--- src/rtl/program_loader.sv ---
// -----------------------------------------------------------------------------
// program_loader
//   Receives a short program over a valid/ready stream, stores it in a small
//   word memory, verifies a trailing XOR checksum word and releases the
//   processor core only after a load whose checksum matches.
//
// Ports
//   clk         rising-edge clock, the only clock of the block
//   reset       asynchronous active-high reset
//   clk_en      state-advance enable; all registers hold while 0
//   load_start  begin (or restart) a program load
//   in_valid    loader-side word valid
//   in_data     instruction word or checksum word
//   in_ready    block accepts in_data this cycle (LOAD or CHECK)
//   rd_addr     processor program-counter address
//   rd_data     instruction at rd_addr (combinational, 00 when out of range)
//   core_hold   holds the processor in reset until a good load completes
//   loading     load in progress (LOAD or CHECK)
//   done        last load completed with a matching checksum
//   error       last load completed with a mismatching checksum
//   word_count  number of words written in the current load
// -----------------------------------------------------------------------------
module program_loader #(
    parameter int unsigned WORDS = 4
) (
    input  logic       clk,
    input  logic       reset,
    input  logic       clk_en,
    input  logic       load_start,
    input  logic       in_valid,
    input  logic [1:0] in_data,
    output logic       in_ready,
    input  logic [1:0] rd_addr,
    output logic [1:0] rd_data,
    output logic       core_hold,
    output logic       loading,
    output logic       done,
    output logic       error,
    output logic [2:0] word_count
);

    typedef enum logic [2:0] {
        IDLE  = 3'd0,
        LOAD  = 3'd1,
        CHECK = 3'd2,
        DONE  = 3'd3,
        ERROR = 3'd4
    } state_t;

    localparam logic [1:0] LAST_PTR = 2'(WORDS - 1);

    state_t     state_q, state_d;
    logic [1:0] ptr_q, ptr_d;
    logic [1:0] cksum_q, cksum_d;
    logic [2:0] count_q, count_d;
    logic       wr_en;

    // Program storage, one 2-bit slice per word.
    logic [2*WORDS-1:0] mem_flat;

    // -------------------------------------------------------------------------
    // Control registers
    // -------------------------------------------------------------------------
    always_ff @(posedge clk or posedge reset) begin
        if (reset) begin
            state_q <= IDLE;
            ptr_q   <= 2'd0;
            cksum_q <= 2'd0;
            count_q <= 3'd0;
        end else begin
            state_q <= state_d;
            ptr_q   <= ptr_d;
            cksum_q <= cksum_d;
            count_q <= count_d;
        end
    end

    // -------------------------------------------------------------------------
    // Next-state logic. Every _d defaults to its _q so clk_en=0 holds all state.
    // -------------------------------------------------------------------------
    always_comb begin
        state_d = state_q;
        ptr_d   = ptr_q;
        cksum_d = cksum_q;
        count_d = count_q;
        wr_en   = 1'b0;

        if (clk_en) begin
            if (load_start) begin
                // Restart wins over any transfer presented on the same edge.
                state_d = LOAD;
                ptr_d   = 2'd0;
                cksum_d = 2'd0;
                count_d = 3'd0;
            end else begin
                unique case (state_q)
                    LOAD: begin
                        if (in_valid) begin
                            wr_en   = 1'b1;
                            cksum_d = cksum_q ^ in_data;
                            count_d = count_q + 3'd1;
                            // Pointer saturates at the last entry; the move to
                            // CHECK stops any further writes anyway.
                            if (ptr_q != LAST_PTR) begin
                                ptr_d = ptr_q + 2'd1;
                            end
                            if (ptr_q == LAST_PTR) begin
                                state_d = CHECK;
                            end
                        end
                    end
                    CHECK: begin
                        if (in_valid) begin
                            state_d = (in_data == cksum_q) ? DONE : ERROR;
                        end
                    end
                    default: begin
                        // IDLE, DONE, ERROR: only load_start leaves them.
                    end
                endcase
            end
        end
    end

    // -------------------------------------------------------------------------
    // Word storage: write port driven by the FSM, cleared by reset.
    // -------------------------------------------------------------------------
    generate
        for (genvar gi = 0; gi < WORDS; gi++) begin : g_mem
            logic [1:0] word_q;

            always_ff @(posedge clk or posedge reset) begin
                if (reset) begin
                    word_q <= 2'd0;
                end else if (wr_en && (ptr_q == 2'(gi))) begin
                    word_q <= in_data;
                end
            end

            assign mem_flat[2*gi +: 2] = word_q;
        end
    endgenerate

    // Combinational read port; addresses beyond the stored program read 00.
    always_comb begin
        rd_data = 2'd0;
        for (int i = 0; i < WORDS; i++) begin
            if (rd_addr == 2'(i)) begin
                rd_data = mem_flat[2*i +: 2];
            end
        end
    end

    // -------------------------------------------------------------------------
    // Status outputs, decoded from registered state only.
    // -------------------------------------------------------------------------
    assign in_ready   = (state_q == LOAD) || (state_q == CHECK);
    assign loading    = in_ready;
    assign done       = (state_q == DONE);
    assign error      = (state_q == ERROR);
    assign core_hold  = (state_q != DONE);
    assign word_count = count_q;

endmodule

--- config.mk ---
export PLATFORM = sky130hd
export DESIGN_NAME = program_loader
export DESIGN_NICKNAME = d
export VERILOG_FILES = /design/src/rtl/program_loader.sv
export SDC_FILE = /design/constraint.sdc
export NUM_CORES = 1
export LEC_CHECK = 0
export CAP_MARGIN = 25
export CORE_MARGIN = 5
export CORE_UTILIZATION = 51
export CTS_CLUSTER_SIZE = 16
export DETAILED_ROUTE_END_ITERATION = 8
export GPL_ROUTABILITY_DRIVEN = 0
export PLACE_DENSITY_LB_ADDON = 0.1
export REMOVE_ABC_BUFFERS = 1
export SYNTH_ARGS = -nofsm -noshare
export SYNTH_HDL_FRONTEND = slang
export SYNTH_SLANG_ARGS = --single-unit
--- constraint.sdc ---
create_clock -name clk -period 1.75 [get_ports clk]
set_input_delay 0.2625 -clock clk [delete_from_list [all_inputs] [get_ports clk]]
set_output_delay 0.2625 -clock clk [all_outputs]
set_load 0.01 [all_outputs]
==> results of run 1 <==
[Yosys cell counts (2+ instances only)]
library cell,instances
dfrtp_1,18
mux2_2,8
inv_1,7
ha_1,5
nand2_1,5
nand3_1,5
nand2b_1,3
nand4_1,3
nor2_1,3
o21ai_0,3
a211oi_1,2
a21oi_1,2
a311o_1,2
a31o_2,2
a31oi_1,2
buf_2,2
clkbuf_1,2
mux4_2,2
nor3b_1,2
nor4_1,2
o211ai_1,2
xnor2_1,2
[metrics by stage]
step	area, um2	hold slack [ns]	instances	setup WS [ns]
after floorplan	1010	0.201	92	0.357
after detailed placement	1320	0.495	149	-0.332
after global placement	1320	0.487	149	-0.288
after global routing	1390	0.301	159	-0.0175
after CTS	1380	0.275	159	0.0176
final	1390	0.265	159	0.0561
[worst max-delay path: cells and delay by family (launching register included)]
kind	cells	cell delay (ns)
buffers and inverters	4	0.56
DFF	1	0.41
muxes	1	0.35
and+or+nand+nor	2	0.26
[power groups by stage]
stage / clock network, mW / logic [mW] / registers [mW]
floorplan: 0 / 0.178 / 0.539
global placement: 0 / 0.298 / 0.548
detailed placement: 0 / 0.315 / 0.552
CTS: 0.212 / 0.304 / 0.546
global route: 0.227 / 0.340 / 0.557
finish: 0.213 / 0.309 / 0.547
[area by class of cell]
class                   count  area share, %
clock buffers               3           1.62
flip-flops and latches     18           32.5
inverters                   7           1.89
repair buffers             37           22.1
multi-input cells          67           39.5
well taps                  27           2.43
[sequential cells by signal, indices dropped and copies added (netlist names)]
name / cells
g_mem.word_q: 8
state_q: 3
word_count: 3
cksum_q: 2
ptr_q: 2
[logic make-up (layout without fill, tap and decap cells)]
family / count (synthesis) / in the layout / synth area share [%]
muxes: 11 / 11 / 13.6
buffers and inverters: 14 / 47 / 7.29
DFF: 18 / 18 / 42.4
xor gates and xnor gates: 2 / 2 / 1.65
and+or+nand+nor: 30 / 30 / 16.2
adders and majority gates: 5 / 5 / 5.88
AOI/OAI and AO/OA: 19 / 19 / 12.9
[routing by layer]
metal	vias up	GRT usage [%]	routed length, um
met2	25	28.4	1310
met3	4	3.25	119
met4	0	5.21	25
li1	429	-	-
met1	446	21.8	1060
met5	-	0	0
[worst max path at each step]
stage | cells after the start | start | endpoint | slack [ns]
after floorplan | 3 | state_q[2] | g_mem[0].word_q[0] | 0.36
after global placement | 3 | rd_addr[0] | rd_data[1] | -0.29
after detailed placement | 3 | rd_addr[0] | rd_data[1] | -0.33
after CTS | 4 | state_q[0] | loading | 0.02
after global routing | 7 | state_q[1] | g_mem[1].word_q[0] | -0.02
final | 7 | state_q[0] | g_mem[1].word_q[0] | 0.06
[timing repair]
item | 4_1_cts | 5_1_grt
cloned | 0 | 0
gates resized for setup | 9 | 9
pin swaps | 0 | 0
setup buffers | 7 | 0
endpoints found under the hold margin | 0 | 0
endpoints found under the setup margin | 7 | 9
==> reports/qor.yml, run 1 <==
yosys:
  netlist_instances: 99
  async_reset_ff_share_pct: 100
  synthTopCellsByArea: "dfrtp_1, mux2_2, ha_1"
  synth.largest_area_cell: "dfrtp_1"
  synth_ff_type: "dfrtp_1"
  yosysUniqueCellTypes: 37
  syn_area_per_cell_um2: 10.7
  yosys_warnings: 0
  synth.cell_area_um2: 1060
  ys_ff_latch: 18
  synth_top_area_share_pct: 42.4
  synth-seq-area-share_pct: 42.4
  synth_edf_count: 0
routing:
  wl_um: 2520
  vias: 904
  wl_per_cell_um: 15.8
  dr.pass1.iters: 4
  viasPerCell: 5.69
  drtIter0Drc: 15
  antenna_left: 0
  drc: 0
timing:
  fin_crit_sh_pct: 96.8
  fmax_ghz: 0.590
  slew_headroom_pct: 79.0
  hold_violations: 0
  rsz0062_at_grt: "true"
  fin_worst_skew_ns: 0.00627
  fin_setup_tns_ns: 0
  fin_crit_ns: 1.69
  setup_viol: 0
  worst_slew_pin_slew_ns: 0.313
  slew_violations: 0
pwr:
  powerDensity_nw_per_um2: 768
  p_switching_mw: 0.321
  p_int_mw: 0.747
  leakage_nw: 0.639
  switching_share_pct: 30.1
  pwr-share-clk_pct: 19.9
  ir_worst_vdd_mv: 0.588
  total_power_mw: 1.07
  combPwrFrac_pct: 28.9
  power_frac_seq_pct: 51.2
critical_path:
  ff2ff_setup_slack_ns: 0.06
  cpPeakStageDelay_ns: 0.41
  r2r_cells: 7
  crit_top_cell: "buf_4"
  cp_slowest_cell: "dfrtp_1"
  reg2reg_from: "state_q[0]"
  crit_path_start_kind: "flop"
  path_max_fanout: 6
  cp.arrival_ns: 1.88
  cp_data_required_time_ns: 1.93
  crit_chain: "buf_4, buf_4, buf_4, nor3b_2, buf_4, nand3_1, mux2_2"
  r2r_end: "g_mem[1].word_q[0]"
  end_kind: "flop"
  critPathKind: "reg -> reg"
final_layout:
  fillers: 155
  antenna_cells: 0
  layout_commonest_cell: "buf_4"
  multi_input_area_um2: 549
  final-seq-area_um2: 452
  area_delta_synth_final_pct: 30.8
  most-common-layout-cells: "buf_4, dfrtp_1, clkdlybuf4s50_1"
  nets: 148
  drive_gt1_share_pct: 31.8
  final_util_pct: 70.2
die:
  core_area_um2: 1980
  die_h_um: 55.7
  dieArea_um2: 3100
  ioPinCount: 19
  start_util_pct: 53.7
  rows: 16
  dieWidth_um: 55.7
clock_network:
  ctsRootBufferMaster: "clkbuf_4"
  clk_pin_slew_ns: 0.11
  cts_max_path_buffers: 2
  cts-buffers-inserted: 3
  clk-insertion-delay-late_ns: 0.30
  cts_tree: "built"
  cts.sinks: 18
  hold_buffers: 0
  htree_levels: 1
placed_design:
  numPortBuffers: 18
  hpwl_um: 1840
global_routing:
  grt_pass1_wl_um: 4150
  overflow: 0
  first_global_vias: 848
  grt_max_degree: 19
  grt_util_all_layers_pct: 16.9
  antenna_found_initial: 0
hold_path:
  hp-class: "in -> async"
status:
  outcome: "finished clean"
job:
  drv_cap: 0
Power figures use the tool's default switching activity.
==> run 2: changes to the inputs <==
--- a/config.mk
+++ b/config.mk
@@ -5,7 +5,6 @@
 export SDC_FILE = /design/constraint.sdc
 export NUM_CORES = 1
 export LEC_CHECK = 0
-export CAP_MARGIN = 25
 export CORE_MARGIN = 5
 export CORE_UTILIZATION = 51
 export CTS_CLUSTER_SIZE = 16
==> results of run 2 <==
Same layout as run 1: the final DEF is identical, and so are final timing and power.
==> run 3: changes to the inputs <==
--- a/config.mk
+++ b/config.mk
@@ -6,9 +6,10 @@
 export NUM_CORES = 1
 export LEC_CHECK = 0
 export CORE_MARGIN = 5
-export CORE_UTILIZATION = 51
+export CORE_UTILIZATION = 55
 export CTS_CLUSTER_SIZE = 16
 export DETAILED_ROUTE_END_ITERATION = 8
+export DONT_BUFFER_PORTS = 1
 export GPL_ROUTABILITY_DRIVEN = 0
 export PLACE_DENSITY_LB_ADDON = 0.1
 export REMOVE_ABC_BUFFERS = 1
==> run 3 against run 2 <==
  * Utilization shrank 12 points
  * Largest cell class unchanged
  * Critical path type is now reg -> out
  * Combinational power is 32% lower
  * First-iteration DRC count rose by 27%
  * Largest power group unchanged
  * Critical path depth down 4
==> reports/qor.yml, run 3 (same netlist as run 1, synthesis figures left out) <==
status:
  outcome: "finished clean"
timing:
  fin_crit_ns: 1.62  # -0.0742 ns
  final.setup.worst_slack_ns: 0.130  # +0.0742 ns
  rsz0062_at_grt: "false"
  slew_headroom_pct: 55.4  # -24 points
  fin_worst_skew_ns: 0.00301  # -0.00326 ns
  hold_violations: 0  # unchanged
  hold-worst-slack_ns: 0.0610  # -0.204 ns
  setup_viol: 0  # unchanged
  worst_slew_pin_slew_ns: 0.668  # +0.355 ns
  slew_violations: 0  # unchanged
  fin_crit_sh_pct: 92.6  # -4.2 points
  fin_setup_tns_ns: 0  # unchanged
  fmax_ghz: 0.617  # +4.6%
routing:
  drtIter0Drc: 19  # +4
  vias: 759  # -16%
  drc: 0  # unchanged
  dr.pass1.iters: 4  # unchanged
  viasPerCell: 5.98  # +5.1%
  wl_per_cell_um: 16.1  # +1.9%
  antenna_left: 0  # unchanged
  wl_um: 2050  # -19%
critical_path:
  end_kind: "output port"
  cp.arrival_ns: 1.36  # -0.52 ns
  critPathKind: "reg -> out"
  cp_data_required_time_ns: 1.49  # -0.44 ns
  path_max_fanout: 10  # +4
  crit_path_start_kind: "flop"
clock_network:
  ctsRootBufferMaster: "clkbuf_4"
  postCtsSetupBuffers: 0  # -7
  cts-buffers-inserted: 3  # unchanged
  clk_pin_slew_ns: 0.11  # about the same
  htree_levels: 1  # unchanged
  cts.sinks: 18  # unchanged
  cts_max_path_buffers: 2  # unchanged
  clk-insertion-delay-late_ns: 0.30  # about the same
  cts_tree: "built"
final_layout:
  largest_register_ff_count: 8  # unchanged
  top_register: "g_mem.word_q"
  layout_commonest_cell: "dfrtp_1"
  most-common-layout-cells: "dfrtp_1, mux2_2, inv_1"
  fillers: 165  # +6.5%
  area_delta_synth_final_pct: 4.94
  drive_gt1_share_pct: 22.0  # -9.8 points
  nets: 115  # -22%
  antenna_cells: 0  # unchanged
die:
  ioPinCount: 19  # unchanged
  core_area_um2: 1900  # -4.0%
  die_h_um: 54.0  # -3.0%
  start_util_pct: 55.9  # +2.3 points
  dieArea_um2: 2910  # -6.0%
  rows: 16  # unchanged
  dieWidth_um: 54.0  # -3.0%
global_routing:
  grt_util_all_layers_pct: 17.0  # +0.064 points
  overflow: 0  # unchanged
  grt_pass1_wl_um: 3460  # -17%
  grt_max_degree: 19  # unchanged
  first_global_vias: 712  # -16%
  antenna_found_initial: 0  # unchanged
pwr:
  leakage_nw: 0.492  # -23%
  total_power_mw: 1.02  # -4.5%
  ir_worst_vdd_mv: 0.620  # +5.3%
  powerDensity_nw_per_um2: 914  # +19%
placed_design:
  hpwl_um: 1490  # -19%
  place_ws_ns: 0.235  # +0.567 ns
  numPortBuffers: 0  # -18
hold_path:
  hp-class: "in -> reg"
job:
  drv_cap: 0  # unchanged
-- run 3: changes by cell type in the layout (fill, tap and decap cells not counted), moves of 2 or more --
cell	change
buf_4	-16
clkdlybuf4s50_1	-10
nand3_1	+2
clkdlybuf4s15_1	-2
nand3_2	-2
dlygate4sd2_1	-4
clkbuf_2	-2
-- run 3: through the flow --
| step | util, % | std cells | cell area (um2) |
|---|---|---|---|
| 2_1_floorplan | - | 92 | 1010 |
| 3_3_place_gp | 56.2 | 122 | 1070 |
| 3_5_place_dp | 56.2 | 122 | 1070 |
| 4_1_cts | 58.6 | 127 | 1110 |
| 5_1_grt | 58.7 | 127 | 1120 |
| 6_report | 58.7 | 127 | 1120 |
-- run 3: routing by layer --
layer | wire, um | share of wire (%) | vias up | track usage (%)
li1 | - | - | 364 | -
met1 | 992 | 48 | 376 | 24.7
met2 | 919 | 45 | 15 | 23.0
met3 | 102 | 5.0 | 4 | 4.16
met4 | 34 | 1.7 | 0 | 8.71
met5 | 0 | 0 | - | 0
-- run 3: path summary, 6_finish.rpt --
path | from | endpoint | slack (ns) | cells after the start
min in group asynchronous | reset | word_count[2] | 0.50 | 2
max in group asynchronous | reset | state_q[1] | 0.79 | 2
setup / recovery | state_q[1] | loading | 0.13 | 3
hold / removal | clk_en | cksum_q[1] | 0.06 | 1
setup reg to reg | state_q[2] | g_mem[3].word_q[1] | 0.20 | 3
hold reg to reg | g_mem[2].word_q[1] | g_mem[2].word_q[1] | 0.51 | 1
-- run 3: repair_timing --
action                     CTS  global route
hold buffers                 1             0
hold endpoints to repair    18             0
gates resized for setup      0             1
setup endpoints to repair    0             2
-- run 3: worst max-delay path, stage by stage, from the launching register on --
cell and delay, ns:
dfrtp_2 0.49, nand2b_1 0.24, a21oi_1 0.18, buf_4 0.16
-- run 3: layout make-up --
class,instances,area (um2),area share (%)
Timing Repair Buffer,4,32.5,2.91
Clock buffer,4,36.3,3.25
Multi-Input combinational cell,67,536,48.0
Inverter,7,26.3,2.35
Tap cell,27,33.8,3.03
Sequential cell,18,452,40.5
-- run 3: where the power goes --
group	switching, mW	total (mW)	internal [mW]
clock	0.137	0.264	0.127
sequential	0.0524	0.545	0.493
combinational	0.0960	0.211	0.115
total	0.285	1.02	0.735
==> RTL edit: new RTL, settings of run 3 <==
Put a register stage on the output `error`, with the module's reset. The value now appears one clock later. The other outputs are not delayed to match.
--- a/src/rtl/program_loader.sv
+++ b/src/rtl/program_loader.sv
@@ -159,3 +159,9 @@
     assign done       = (state_q == DONE);
-    assign error      = (state_q == ERROR);
+    always_ff @(posedge clk or posedge reset) begin
+        if (reset) begin
+            error <= '0;
+        end else begin
+            error <= (state_q == ERROR);
+        end
+    end
     assign core_hold  = (state_q != DONE);
Formal check against the unedited RTL: not equivalent (Yosys sat finds a counterexample within 10 cycles, from zero or initial values and one cycle with reset high).
==> RTL edit against run 3 <==
Synthesized area grew 7.8%. Sequential power is 7.5% higher. Power is 2.7% higher. Sequential cell count rose by 1. Worst setup slack worse by 15 ps. Design area grew 8.3%. Wire length is 8.2% higher. Global-route usage is 1.6 points lower. Critical endpoint is now in_ready. Largest cell class unchanged.
==> RTL edit: results (changes against run 3) <==
Global routing
  • Number of global-route vias before repair: 779 (+9.4%)
  • Total track usage: 0.1534 (-0.01618)
  • First-pass GRT wire length: 3801 um (+10%)
  • Largest net degree at the start of global routing: 20 (+1)

Cells and area
  • Multi-input gate count: 70 (+4.5%)
  • Share of layout cells above drive strength 1: 0.2358 (+0.01585)
  • Clk cell area share: 0.02277 (-0.009737)
  • Clkbuf count: 3 (-1)
  • NonClk Buf Share: 0.02692 (-0.002233)

Synth
  • Unique masters post-synth: 34 (-8.1%)
  • Commonest cells post-synth: dfrtp_1, inv_1, o21ai_0
  • Synth Area in Compound Gates: 0.1234 (-0.006049)
  • XOR/XNOR Fraction of Synth Area: 0.01528 (-0.001187)
  • Register area share after synthesis: 0.4148 (-0.008682)

Status
  • Outcome: completed

Detailed routing
  • WL/cell: 16.66 um (+3.3%)
  • Final wirelength: 2216 um (+8.2%)
  • DR vias/cell: 6.128 (+2.5%)

Setup path
  • Worst setup endpoint: in_ready
  • CP peak stage delay: 430 ps (-60 ps)
  • R2r startpoint: ptr_q[1]$_DFFE_PP0P_
  • Register-to-Register Path Depth: 5 (+2)

CTS
  • # resized after CTS: 1 (+1)

STA
  • Max-slew headroom: 0.5119 (-0.04250)
  • Clk_skew: 1.860 ps (-1.147 ps)

Placement
  • HPWL Detailed: 1684 um (+13%)

Worst hold path
  • Worst Hold End: g_mem[3].word_q[0]$_DFFE_PP0P_
RTL edit: changes by cell type after synthesis, sizes merged, moves of 2 or more:
cell / change
nand3: -5
a31oi: -2
nor4: +4
a311o: -2
o311ai: +2
inv: +2
o21ai: +6
a32o: +2
o211ai: -2
RTL edit: stage by stage:
stage,area (um^2),setup WS (ps)
2_1_floorplan,1105,264.2
3_3_place_gp,1161,140.6
3_5_place_dp,1161,121.2
4_1_cts,1202,103.6
5_1_grt,1209,29.62
6_report,1209,114.9
RTL edit: routing by layer:
| layer | vias to the layer above | global-route usage | wire length [um] | share of wire |
|---|---|---|---|---|
| met4 | 0 | 0.06597 | 37 | 0.017 |
| met5 | - | 0 | 0 | 0 |
| met3 | 4 | 0.03944 | 126 | 0.057 |
| met1 | 401 | 0.2191 | 1007 | 0.45 |
| met2 | 22 | 0.2179 | 1045 | 0.47 |
| li1 | 388 | - | - | - |
